**src/rtl/mux_pkg.sv**
```systemverilog
// mux_pkg: shared mode encodings and default datapath sizing for the registered selector mux
package mux_pkg;
    localparam logic MODE_DIRECT = 1'b0;
    localparam logic MODE_RR     = 1'b1;
    localparam int DEF_WIDTH  = 32;
    localparam int DEF_NUM_CH = 3;
    localparam int DEF_SEL_W  = 3;
endpackage

```
**src/rtl/mux_n_comb.sv**
```systemverilog
// mux_n_comb: combinational N:1 mux, out-of-range index falls back to channel 0 and raises illegal
module mux_n_comb #(
    parameter int WIDTH  = 32,
    parameter int NUM_CH = 3,
    parameter int SEL_W  = 3
) (
    input  logic [NUM_CH*WIDTH-1:0] data_in,
    input  logic [SEL_W-1:0]        sel,
    output logic [WIDTH-1:0]        data_out,
    output logic                    illegal
);
    // NUM_CH always fits in SEL_W+1 bits because 2**SEL_W >= NUM_CH
    assign illegal = {1'b0, sel} >= (SEL_W+1)'(NUM_CH);
    // channel 0 is the default, so an illegal index forwards it with no extra logic
    always_comb begin
        data_out = data_in[WIDTH-1:0];
        for (int k = 1; k < NUM_CH; k++)
            if (sel == SEL_W'(k)) data_out = data_in[k*WIDTH +: WIDTH];
    end
endmodule

```
**src/rtl/mux_reg_n.sv**
```systemverilog
// mux_reg_n: N-channel selector with a registered valid/ready output stage, round-robin scan and sticky illegal-select flag
module mux_reg_n
    import mux_pkg::*;
#(
    parameter int WIDTH  = DEF_WIDTH,
    parameter int NUM_CH = DEF_NUM_CH,
    parameter int SEL_W  = DEF_SEL_W
) (
    input  logic                    clk,
    input  logic                    reset,
    input  logic                    mode,
    input  logic [SEL_W-1:0]        selector,
    input  logic [NUM_CH*WIDTH-1:0] data_in,
    input  logic                    in_valid,
    output logic                    in_ready,
    output logic [WIDTH-1:0]        data_out,
    output logic [SEL_W-1:0]        out_sel,
    output logic                    out_valid,
    input  logic                    out_ready,
    input  logic                    clear_err,
    output logic                    sel_err
);
    logic [SEL_W-1:0] rr_ptr;
    logic [SEL_W-1:0] eff_sel;
    logic [WIDTH-1:0] mux_data;
    logic             illegal;
    logic             started;
    logic             accept;

    assign eff_sel  = (mode == MODE_RR) ? rr_ptr : selector;
    // started holds in_ready low during reset and for the first edge after release
    assign in_ready = started && (!out_valid || out_ready);
    assign accept   = in_valid && in_ready;

    mux_n_comb #(.WIDTH(WIDTH), .NUM_CH(NUM_CH), .SEL_W(SEL_W)) u_mux (
        .data_in (data_in),
        .sel     (eff_sel),
        .data_out(mux_data),
        .illegal (illegal)
    );

    // output register, handshake state, scan pointer and sticky error flag
    always_ff @(posedge clk or posedge reset) begin
        if (reset) begin
            started   <= 1'b0;
            data_out  <= '0;
            out_sel   <= '0;
            out_valid <= 1'b0;
            sel_err   <= 1'b0;
            rr_ptr    <= '0;
        end else begin
            started <= 1'b1;
            if (accept) begin
                data_out  <= mux_data;
                out_sel   <= illegal ? '0 : eff_sel;
                out_valid <= 1'b1;
            end else if (out_ready) begin
                out_valid <= 1'b0;
            end
            sel_err <= (accept && illegal) || (sel_err && !clear_err);
            if (accept && mode == MODE_RR)
                rr_ptr <= (rr_ptr == SEL_W'(NUM_CH-1)) ? '0 : rr_ptr + 1'b1;
        end
    end
endmodule

```
**config.mk**
```make
export PLATFORM = sky130hd
export DESIGN_NAME = mux_reg_n
export DESIGN_NICKNAME = d
export VERILOG_FILES = /design/src/rtl/mux_pkg.sv /design/src/rtl/mux_n_comb.sv /design/src/rtl/mux_reg_n.sv
export SDC_FILE = /design/constraint.sdc
export NUM_CORES = 1
export LEC_CHECK = 0
export BUFFER_PORTS_ARGS = -buffer_cell sky130_fd_sc_hd__buf_2
export CAP_MARGIN = 20
export CORE_MARGIN = 2
export CORE_UTILIZATION = 43
export CTS_CLUSTER_DIAMETER = 50
export CTS_CLUSTER_SIZE = 30
export DETAILED_ROUTE_END_ITERATION = 10
export MAX_ROUTING_LAYER = met4
export PLACE_DENSITY_LB_ADDON = 0.3
export SLEW_MARGIN = 30
export SYNTH_ARGS = -nofsm -noshare
export SYNTH_HDL_FRONTEND = slang
export SYNTH_SLANG_ARGS = --single-unit
```
**constraint.sdc**
```tcl
create_clock -name clk -period 1.72 [get_ports clk]
set_input_delay 0.172 -clock clk [delete_from_list [all_inputs] [get_ports clk]]
set_output_delay 0.172 -clock clk [all_outputs]
set_load 0.1 [all_outputs]
```
Yosys cells after proc, flatten, opt, wreduce, memory -nomap -nowiden
Index checks and enable logic that the tools add are counted.

Bits in registers: 41. Bits in latches: 0. RAM bits: 0. Bits in read-only memories: 0. Output and inout bits: 38. Memories kept: 0.

Add/sub/neg operators: 1. Multiply operators: 0. Divide/modulo/power cells: 0. Magnitude comparators: 1. Equal/unequal tests: 3. Shifts and indexed selects: 0. Multiplexer cells: 7. Bitwise operators: 0. Reductions and logical operators: 10.

Operators with widths (number): $mux W32 (2); $mux W3 (3); $eq A3 B2 Y1 const B (2); $logic_and A1 B1 Y1 (5); $add A3 B1 Y3 const B (1); $eq A3 B1 Y1 const B (1); $ge A3 B2 Y1 const B (1); $logic_not A1 Y1 (2); $logic_or A1 B1 Y1 (2); $mux W1 (2); $reduce_bool A2 Y1 (1).

Logic depth before layout (Yosys ltp)
Gate-level depths: netlist of run 1.

Depth after elaboration: 6. Gate-level depth with buffers: 6. Depth with buffers taken out: 4.

By module
From an unflattened synthesis of run 1, not the netlist that was laid out.

Cell total of the unflattened synthesis: 194. Area, all modules: 2444.8 µm².

Modules (own cells, without submodules): mux_reg_n (instances 1, cells each 111, area each 1767.9 µm²); mux_n_comb (instances 1, cells each 83, area each 676.9 µm²).

Least setup slack after synthesis of run 1
No wires, ideal clock.

Path kind: register -> register. From: register out_valid. To: register data_out[20]. Library setup time: 0.142 ns. Arrival: 1.903 ns. Required time: 1.578 ns. Path slack: -0.326 ns. Cell stages (with the launch flop): 7. Clock period less this slack: 2.046 ns. Cell sequence: dfrtp_1 > nand2b_1 > and3_1 > buf_4 > nand2_2 > buf_2 > o221ai_1.

Cells in the longest elaborated chain, start to end: 4.

Ends and longest elaborated chain: from (decl) (line mux_reg_n.sv:18) `output logic out_valid,`; from (signal assigned) (line mux_reg_n.sv:48) `out_valid <= 1'b0;`; from (signal assigned) (line mux_reg_n.sv:56) `out_valid <= 1'b1;`; from (signal assigned) (line mux_reg_n.sv:58) `out_valid <= 1'b0;`; $logic_not A1 Y1 (line mux_reg_n.sv:32) `assign in_ready = started && (!out_valid || out_ready);`; $logic_or A1 B1 Y1 (line mux_reg_n.sv:32); $logic_and A1 B1 Y1 (line mux_reg_n.sv:32); $logic_and A1 B1 Y1 (line mux_reg_n.sv:33) `assign accept = in_valid && in_ready;`; to (signal assigned) (line mux_reg_n.sv:54) `data_out <= mux_data;`; to (decl) (line mux_reg_n.sv:16) `output logic [WIDTH-1:0] data_out,`.

Every way passes these cells. A chain may end at the register's enable or synchronous reset.

Worst setup path after layout of run 1
From: register out_valid. To: output in_ready.

Cells in the longest elaborated chain, start to end: 3.

Ends and longest elaborated chain: $logic_not A1 Y1 (line mux_reg_n.sv:32); $logic_or A1 B1 Y1 (line mux_reg_n.sv:32); $logic_and A1 B1 Y1 (line mux_reg_n.sv:32); to (decl) (line mux_reg_n.sv:15) `output logic in_ready,`.

Every way passes these cells.

==> run metrics, run 1 <==
status completed; Worst-path clk slew 0.08 ns; worst-path maximum fanout 4; Num CTS Buffers 5; Unique masters post-synth 35; f_max 627 MHz; DRC violations left 0; Synth area leaders dfrtp_1 (45%), mux2i_1 (14%), nand2_1 (11%); Slew HR 0.597; CP required 1.55 ns; Clock Tree Buf Depth 2; DRT iter0 DRCs 109; area delta synth->final 42.4%; latest clock arrival within the worst-skew pair 0.29 ns; layout cells sized above 1 0.499; post-synthesis sequential area ratio 0.448; number of enable flip-flop cells after synthesis 0; Filler cells 464; DR vias 2225; mux contribution to synthesized area 0.151; Peak VDD IR 0.881 mV; Least-Margin Pin Slew 0.601 ns; DR pass1 iterations 4; Initial Util 0.446; area post-placement 3120 um2; n_diodes 0; Avg Cell Area, Syn 10.4 um2; Crit Path Class flop to output pin; post-CTS setup buffers 0; largest net degree at the start of global routing 22; root buf cell clkbuf_8; largest family of logic cells by synthesized area compound AO/OA/AOI/OAI gates; RSZ-0062 raised after global routing no; adder-cell share of the synthesized area 0; Die W 77.0 um; Rows 26; P per Cell Area 1810 nW/um2; final setup violation count 0; initial antenna violation count 0; Compound-Gate Fraction of Synth Area 0.185; arrival time worst endpoint 1.42 ns; Total Neg Setup Slack 0 ns; Setup crit start kind flop; CTS tree yes; Final HPWL DP 4.84 mm; Max Cap Viol 0; prevailing post-synth register cell dfrtp_1; final hold violation count 0; Placer Congestion 0.817; Async S/R FF share, synth 1.00; Max Slew Vio Count 0; die footprint 5930 um2; Post-Synth Simple-Gate Area 0.153; nets 471; Remaining Overflow, GRT 0; fin crit period 1.59 ns; first-pass GRT wire length 10.3 mm; post-synthesis register bit count 41; Clock Sink Count 41; die height 77.0 um; gate count of the mapped netlist 220; Total Routing Usage GR 0.222; core box area 5140 um2; leakage 1.79 nW; Yosys top cell area share 0.448; wire per inst 14.2 um; CP Capture Type output pin; htree depth 2; vias in the first global route 2282; Hold Crit Class input port to flop; fin crit share 0.927; synth warn 0; post-synth design cell area 2290 um2; DRT Wirelength 6.22 mm; DRT antenna net count 0; top-level port count 143; Design Area, Final 3260 um2; Synth Area in XOR/XNOR 0.00382; vias per cell 5.09; most area-hungry cell type in the Yosys netlist dfrtp_1; Worst Skew 0.00515 ns; Post-Synthesis Net Count 325; PortBufs 142
==> layer usage <==
layer,vias up,track usage,wire [um]
met2,86,0.397,3290
met4,0,0.0554,67
met5,-,-,0
met1,1043,0.253,2430
met3,5,0.0506,437
li1,1091,-,-
==> critical path, cell delays in order (launching register included) <==
cell	delay, ns
dfrtp_4	0.47
nand2b_1	0.09
buf_4	0.12
and2_2	0.13
clkbuf_4	0.31
==> final timing paths <==
path | start | to | slack [ns] | cells after the start
setup / recovery | out_valid | in_ready | 0.13 | 4
hold / removal | clear_err | sel_err | 0.06 | 2
setup reg to reg | out_valid | data_out[26] | 0.17 | 5
hold reg to reg | out_sel[0] | out_sel[0] | 0.48 | 2
max in group asynchronous | reset | data_out[3] | 0.70 | 4
min in group asynchronous | reset | rr_ptr[2] | 0.42 | 3
==> through the flow <==
step / setup WS (ns) / instances / power (mW) / hold WS [ns] / util
global placement: 0.225 / 428 / 4.98 / 0.195 / 0.607
global route: 0.0233 / 437 / 6.18 / 0.0611 / 0.635
detailed placement: 0.165 / 428 / 5.04 / 0.198 / 0.607
finish: 0.125 / 437 / 5.91 / 0.0552 / 0.635
floorplan: 0.0462 / 220 / 4.38 / 0.275 / -
CTS: 0.0149 / 437 / 5.95 / 0.0514 / 0.635
==> repair_timing <==
| item | in CTS | in global routing |
|---|---|---|
| hold buffers | 1 | 0 |
| endpoints found under the setup margin | 0 | 1 |
| endpoints found under the hold margin | 15 | 0 |
| gates resized for setup | 0 | 1 |
==> registers in the layout, indices dropped and copies added, names as in the netlist <==
| name | flops |
|---|---|
| started | 1 |
| out_valid | 1 |
| sel_err | 1 |
| rr_ptr | 3 |
| out_sel | 3 |
| data_out | 32 |
==> layout make-up <==
type	instances	area, um2	area share
Clock buffer	5	68.8	0.0211
Clock inverter	3	65.1	0.0199
Inverter	3	11.3	0.00345
Timing Repair Buffer	157	866	0.265
Tap cell	70	87.6	0.0268
Multi-Input combinational cell	158	1140	0.348
Sequential cell	41	1030	0.315
==> cell usage after synthesis, drive strengths merged (3+ instances only) <==
cell and n:
buf 12, mux2i 32, clkbuf 6, dfrtp 41, o21ai 4, nand2 66
inv 3, o221ai 30
==> where the power goes <==
part	internal, mW	switching, mW
combinational	0.755	2.77
sequential	1.28	0.203
clock	0.576	0.329
==> cell usage in the layout, fill, tap and decap left out, types with 3 or more instances in the layout <==
cell type	netlist	final
buf_4	2	11
buf_12	0	3
o221ai_1	23	23
mux2i_1	32	32
dfrtp_1	41	40
o221ai_2	7	7
buf_2	6	141
nand2_1	65	65
clkbuf_8	0	5
==> kinds of logic (layout without fill, tap and decap cells) <==
logic type	after synthesis	count (layout)
other	1	1
and+or+nand+nor	79	79
AOI/OAI and AO/OA	43	43
muxes	34	34
xor gates and xnor gates	1	1
buffers and inverters	21	168
DFF	41	41
(Power assumes the default switching activity.)
==> inputs of run 2 (changes only) <==
- CORE_ASPECT_RATIO: unset -> 1.4
==> run 2 against run 1 <==
Effect of this change:
- largest cell class unchanged
- highest routed layer unchanged
- utilization fell by 0.23 points
- sequential power barely moved
- register-to-register slack better by 0.02 ns
- largest power group unchanged
- via count is 1.7% higher
- clock power is 1% higher
- first-iteration DRC count fell by 39%
==> run metrics, run 2 (synthesis gave the netlist of run 1 again) <==
status completed; worst hold slack 0.0558 ns (+0.000551 ns); arrival time worst endpoint 1.44 ns (+0.02 ns); Num CTS Buffers 5 (unchanged); htree depth 2 (unchanged); PortBufs 142 (unchanged); Rows 31 (+19%); Final Core Density 0.633 (-0.00231); Die W 65.7 um (-15%); FF-to-FF Start rr_ptr[2]; DR vias 2262 (+1.7%); nets 470 (-0.21%); Total Neg Setup Slack 0 ns (unchanged); Peak VDD IR 1.04 mV (+18%); r2r setup slk 0.19 ns (+0.02 ns); P per Cell Area 1810 nW/um2 (+0.23%); CP Capture Type output pin; fin crit share 0.938 (+0.0103); Comb pwr share 0.596 (about the same); DRT antenna net count 0 (unchanged); Slew HR 0.537 (-0.0597); Final HPWL DP 4.89 mm (+1.2%); die height 90.4 um (+17%); Clock Sink Count 41 (unchanged); Worst Skew 0.00721 ns (+0.00206 ns); Remaining Overflow, GRT 0 (unchanged); initial antenna violation count 0 (unchanged); DRT iter0 DRCs 66 (-39%); top-level port count 143 (unchanged); DRC violations left 0 (unchanged); max incr delay on CP 0.48 ns (about the same); CTS tree yes; Least-Margin Pin Slew 0.690 ns (+0.0890 ns); CP required 1.55 ns (about the same); RSZ-0062 raised after global routing no; die footprint 5940 um2 (+0.14%); worst path cell trace nand2b_1 -> buf_4 -> and2_2 -> clkbuf_4; final setup violation count 0 (unchanged); first-pass GRT wire length 10.5 mm (+2.2%); Clk network pwr share 0.155 (+0.002); Crit Path Class flop to output pin; Hold Crit Class input port to flop; largest registers data_out (32), out_sel (3), rr_ptr (3); leakage 1.79 nW (about the same); Filler cells 475 (+2.4%); worst r2r dst data_out[6]; Clock Tree Buf Depth 2 (unchanged); Seq pwr share 0.249 (about the same); core box area 5160 um2 (+0.37%); Worst Hold Path EP sel_err; f_max 620 MHz (-1.1%); vias per cell 5.24 (+2.8%); hold path depth 2 (unchanged); vias in the first global route 2328 (+2.0%); area delta synth->final 42.4% (unchanged); commonest cells after routing, fill and taps aside buf_2 (141), nand2_1 (65), dfrtp_1 (40), mux2i_1 (32), o221ai_1 (23); Max Slew Vio Count 0 (unchanged); max reg flops 32 (unchanged); Design Area, Final 3260 um2 (unchanged); Setup crit start kind flop; hold path start clear_err; FF-to-FF path depth 5 (unchanged); fin crit period 1.61 ns (+0.0177 ns); largest net degree at the start of global routing 37 (+68%); Placer Congestion 0.822 (+0.71%); DR pass1 iterations 4 (unchanged); wire per inst 15.0 um (+5.5%); area post-placement 3120 um2 (unchanged); root buf cell clkbuf_8; worst-path maximum fanout 4 (unchanged); Sw Ratio 0.560 (+0.000631); Worst-path clk slew 0.08 ns (about the same); Net Sw Power 3.31 mW (+0.35%); Total Routing Usage GR 0.229 (+0.00643); commonest non-fill, non-tap cell in the layout buf_2; largest reg by FF count data_out; internal power 2.61 mW (about the same); layout cells sized above 1 0.497 (-0.00137); latest clock arrival within the worst-skew pair 0.29 ns (about the same); slowest cell on the critical path dfrtp_4; n_diodes 0 (unchanged); Initial Util 0.444 (-0.00162); Max Cap Viol 0 (unchanged); final hold violation count 0 (unchanged); DRT Wirelength 6.49 mm (+4.3%)
## run 2: worst max-delay path: cells and delay by family (launching register included)
family	cells	cell delay, ns
buf+inv	2	0.44
flops	1	0.48
simple gates	2	0.23
## run 2: layout make-up
| cell class | count | area, um2 | area share |
|---|---|---|---|
| clock buffer | 5 | 68.8 | 0.0211 |
| clock inverter | 3 | 65.1 | 0.0199 |
| inverter | 3 | 11.3 | 0.00345 |
| multi-input combinational | 158 | 1140 | 0.348 |
| sequential | 41 | 1030 | 0.315 |
| tap | 66 | 82.6 | 0.0253 |
| timing repair buffer | 156 | 871 | 0.267 |
## run 2: worst max-delay path by stage
| stage | startpoint | slack, ns | endpoint |
|---|---|---|---|
| 6_report | out_valid | 0.11 | in_ready |
| 3_5_place_dp | rr_ptr[2] | 0.19 | data_out[6] |
| 4_1_cts | out_valid | 0.009 | in_ready |
| 2_1_floorplan | out_valid | 0.05 | data_out[15] |
| 3_3_place_gp | out_valid | 0.25 | rr_ptr[2] |
| 5_1_grt | out_valid | 0.05 | in_ready |
## run 2: metrics by stage
stage,setup slack [ns],std cells,total power [mW]
after CTS,0.00898,432,5.97
after floorplan,0.0462,220,4.38
final,0.107,432,5.92
after global placement,0.255,423,4.99
after detailed placement,0.188,423,5.04
after global routing,0.0462,432,6.19
## run 2: power groups by stage
stage,Combinational (mW),Clock (mW),Sequential [mW]
after floorplan,0.886,0,3.49
after global placement,3.51,0,1.48
after detailed placement,3.56,0,1.49
after CTS,3.56,0.936,1.47
after global routing,3.69,0.981,1.52
final,3.53,0.918,1.47
## run 2: per-layer routing
layer | routed length (um) | vias to the layer above | track usage
met5 | 0 | - | -
met4 | 122 | 0 | 0.0694
met3 | 414 | 13 | 0.0424
met2 | 3400 | 95 | 0.398
met1 | 2550 | 1066 | 0.261
li1 | - | 1088 | -
## run 2: what timing repair did
item	in CTS	in global routing
setup endpoints to repair	0	1
hold endpoints to repair	18	0
hold buffers	1	0
buffers inserted	0	0
resized for setup	0	1
==> inputs of run 3 (changes only) <==
- PLACE_DENSITY: unset -> 0.89
- PLACE_DENSITY_LB_ADDON: 0.3 -> unset
- SKIP_CTS_REPAIR_TIMING: unset -> 1
==> run 3 against run 2 <==
Effect of this change:
- flip-flop and latch count did not move
- wire length rose by 2.2%
- design area fell by 0.88%
- register-to-register slack got worse by 0.04 ns
- critical path depth did not move
- largest cell class unchanged
- highest routed layer unchanged
- maximum frequency barely moved
- die area did not move
- utilization fell by 0.56 points
- critical path type unchanged
- worst setup slack improved by 0.0014 ns
- largest power group unchanged
- non-clock buffer count did not move
- clock power fell by 13%
==> run metrics, run 3 (synthesis gave the netlist of run 1 again) <==
status completed; Worst-path clk slew 0.07 ns (about the same); Total Routing Usage GR 0.227 (-0.00185); Die W 65.7 um (unchanged); final setup violation count 0 (unchanged); CTS tree yes; largest net degree at the start of global routing 26 (-30%); DR pass1 iterations 5 (+1); htree depth 2 (unchanged); Num CTS Buffers 5 (unchanged); root buf cell clkbuf_8; RSZ-0062 raised after global routing no; die footprint 5940 um2 (unchanged); Slew HR 0.551 (+0.0138); Least-Margin Pin Slew 0.670 ns (-0.0206 ns); CP top delay family flip-flops; area delta synth->final 41.2%; P per Cell Area 1790 nW/um2 (-1.2%); Setup crit start kind flop; met2 usage 0.387 (-0.0109); Crit Path Class flop to output pin; Final HPWL DP 5.10 mm (+4.2%); Clock Tree Buf Depth 2 (unchanged); layout cells sized above 1 0.497 (unchanged); f_max 621 MHz (about the same); fin crit period 1.61 ns (-0.00136 ns); DRT antenna net count 0 (unchanged); fin crit share 0.937 (about the same); Total Neg Setup Slack 0 ns (unchanged); area occupied by registers 1030 um2 (unchanged); leakage 1.77 nW (-0.97%); CP bufs+invs 2 (unchanged); M3 GR Usage 0.0449 (+0.00249); die height 90.4 um (unchanged); CP required 1.55 ns (about the same); largest registers data_out (32), out_sel (3), rr_ptr (3); footprint of the multi-input gates 1140 um2 (+0.11%); commonest non-fill, non-tap cell in the layout buf_2; Initial Util 0.444 (unchanged); worst hold slack 0.0923 ns (+0.0365 ns); first-pass GRT wire length 10.3 mm (-1.8%); met1 usage 0.253 (-0.00831); vias per cell 5.40 (+3.2%); largest reg by FF count data_out; worst path cell trace nand2b_1 -> buf_4 -> and2_2 -> clkbuf_4; Rows 31 (unchanged); latest clock arrival within the worst-skew pair 0.29 ns (about the same); max reg flops 32 (unchanged); Hold Crit Class input port to flop; GRT Max-Usage Layer met2; wire per inst 15.3 um (+2.2%); Max Cap Viol 0 (unchanged); max incr delay on CP 0.48 ns (about the same); core box area 5160 um2 (unchanged); Worst Skew 0.00720 ns (-0.0000140 ns); commonest cells after routing, fill and taps aside buf_2 (141), nand2_1 (65), dfrtp_1 (40), mux2i_1 (32), o221ai_1 (23); final hold violation count 0 (unchanged); Peak VDD IR 0.882 mV (-15%); Placer Congestion 0.790 (-3.9%); Filler cells 419 (-12%); slowest cell on the critical path dfrtp_4; Clock Sink Count 41 (unchanged); DR vias 2334 (+3.2%); DRT Wirelength 6.63 mm (+2.2%); DRC violations left 0 (unchanged); n_diodes 0 (unchanged); Max Slew Vio Count 0 (unchanged); worst-path maximum fanout 4 (unchanged); PortBufs 142 (unchanged); CP Capture Type output pin; vias in the first global route 2280 (-2.1%); DRT iter0 DRCs 147 (+120%); top-level port count 143 (unchanged); arrival time worst endpoint 1.44 ns (about the same); nets 470 (unchanged); Remaining Overflow, GRT 0 (unchanged); initial antenna violation count 0 (unchanged)
==> run 3: final cells by class <==
| cell class | count | area share |
|---|---|---|
| Timing Repair Buffer | 156 | 0.265 |
| Inverter | 3 | 0.00348 |
| Sequential cell | 41 | 0.318 |
| Multi-Input combinational cell | 158 | 0.352 |
| Clock buffer | 7 | 0.0267 |
| Clock inverter | 1 | 0.00928 |
| Tap cell | 66 | 0.0255 |
==> run 3: routing by layer <==
layer	share of wire	routed length, um	up-vias
met4	0.021	138	0
met3	0.077	511	16
met5	0	0	-
met1	0.36	2410	1110
met2	0.54	3570	120
li1	-	-	1088
==> run 3: power by group <==
group / switching [mW] / internal (mW) / total [mW]
Clock: 0.323 / 0.473 / 0.796
Combinational: 2.77 / 0.744 / 3.52
Sequential: 0.215 / 1.28 / 1.49
==> run 3: final timing paths <==
| path | start | to | slack, ns | cells past startpoint |
|---|---|---|---|---|
| max | out_valid | in_ready | 0.11 | 4 |
| min | clear_err | sel_err | 0.09 | 2 |
| max reg2reg | rr_ptr[0] | data_out[20] | 0.15 | 5 |
| min reg2reg | out_sel[2] | out_sel[2] | 0.49 | 1 |
| max in group asynchronous | reset | data_out[4] | 0.76 | 4 |
| min in group asynchronous | reset | data_out[14] | 0.45 | 3 |
==> run 3: stage by stage <==
| stage | setup slack, ns | instances | utilization | power, mW | instance area (um2) |
|---|---|---|---|---|---|
| 2_1_floorplan | 0.0462 | 220 | - | 4.38 | 2300 |
| 3_3_place_gp | 0.216 | 423 | 0.602 | 4.95 | 3110 |
| 3_5_place_dp | 0.121 | 423 | 0.602 | 5.03 | 3110 |
| 6_report | 0.109 | 432 | 0.627 | 5.80 | 3240 |
| 4_1_cts | 0.0167 | 431 | 0.625 | 5.83 | 3220 |
| 5_1_grt | 0.0463 | 432 | 0.627 | 6.03 | 3240 |
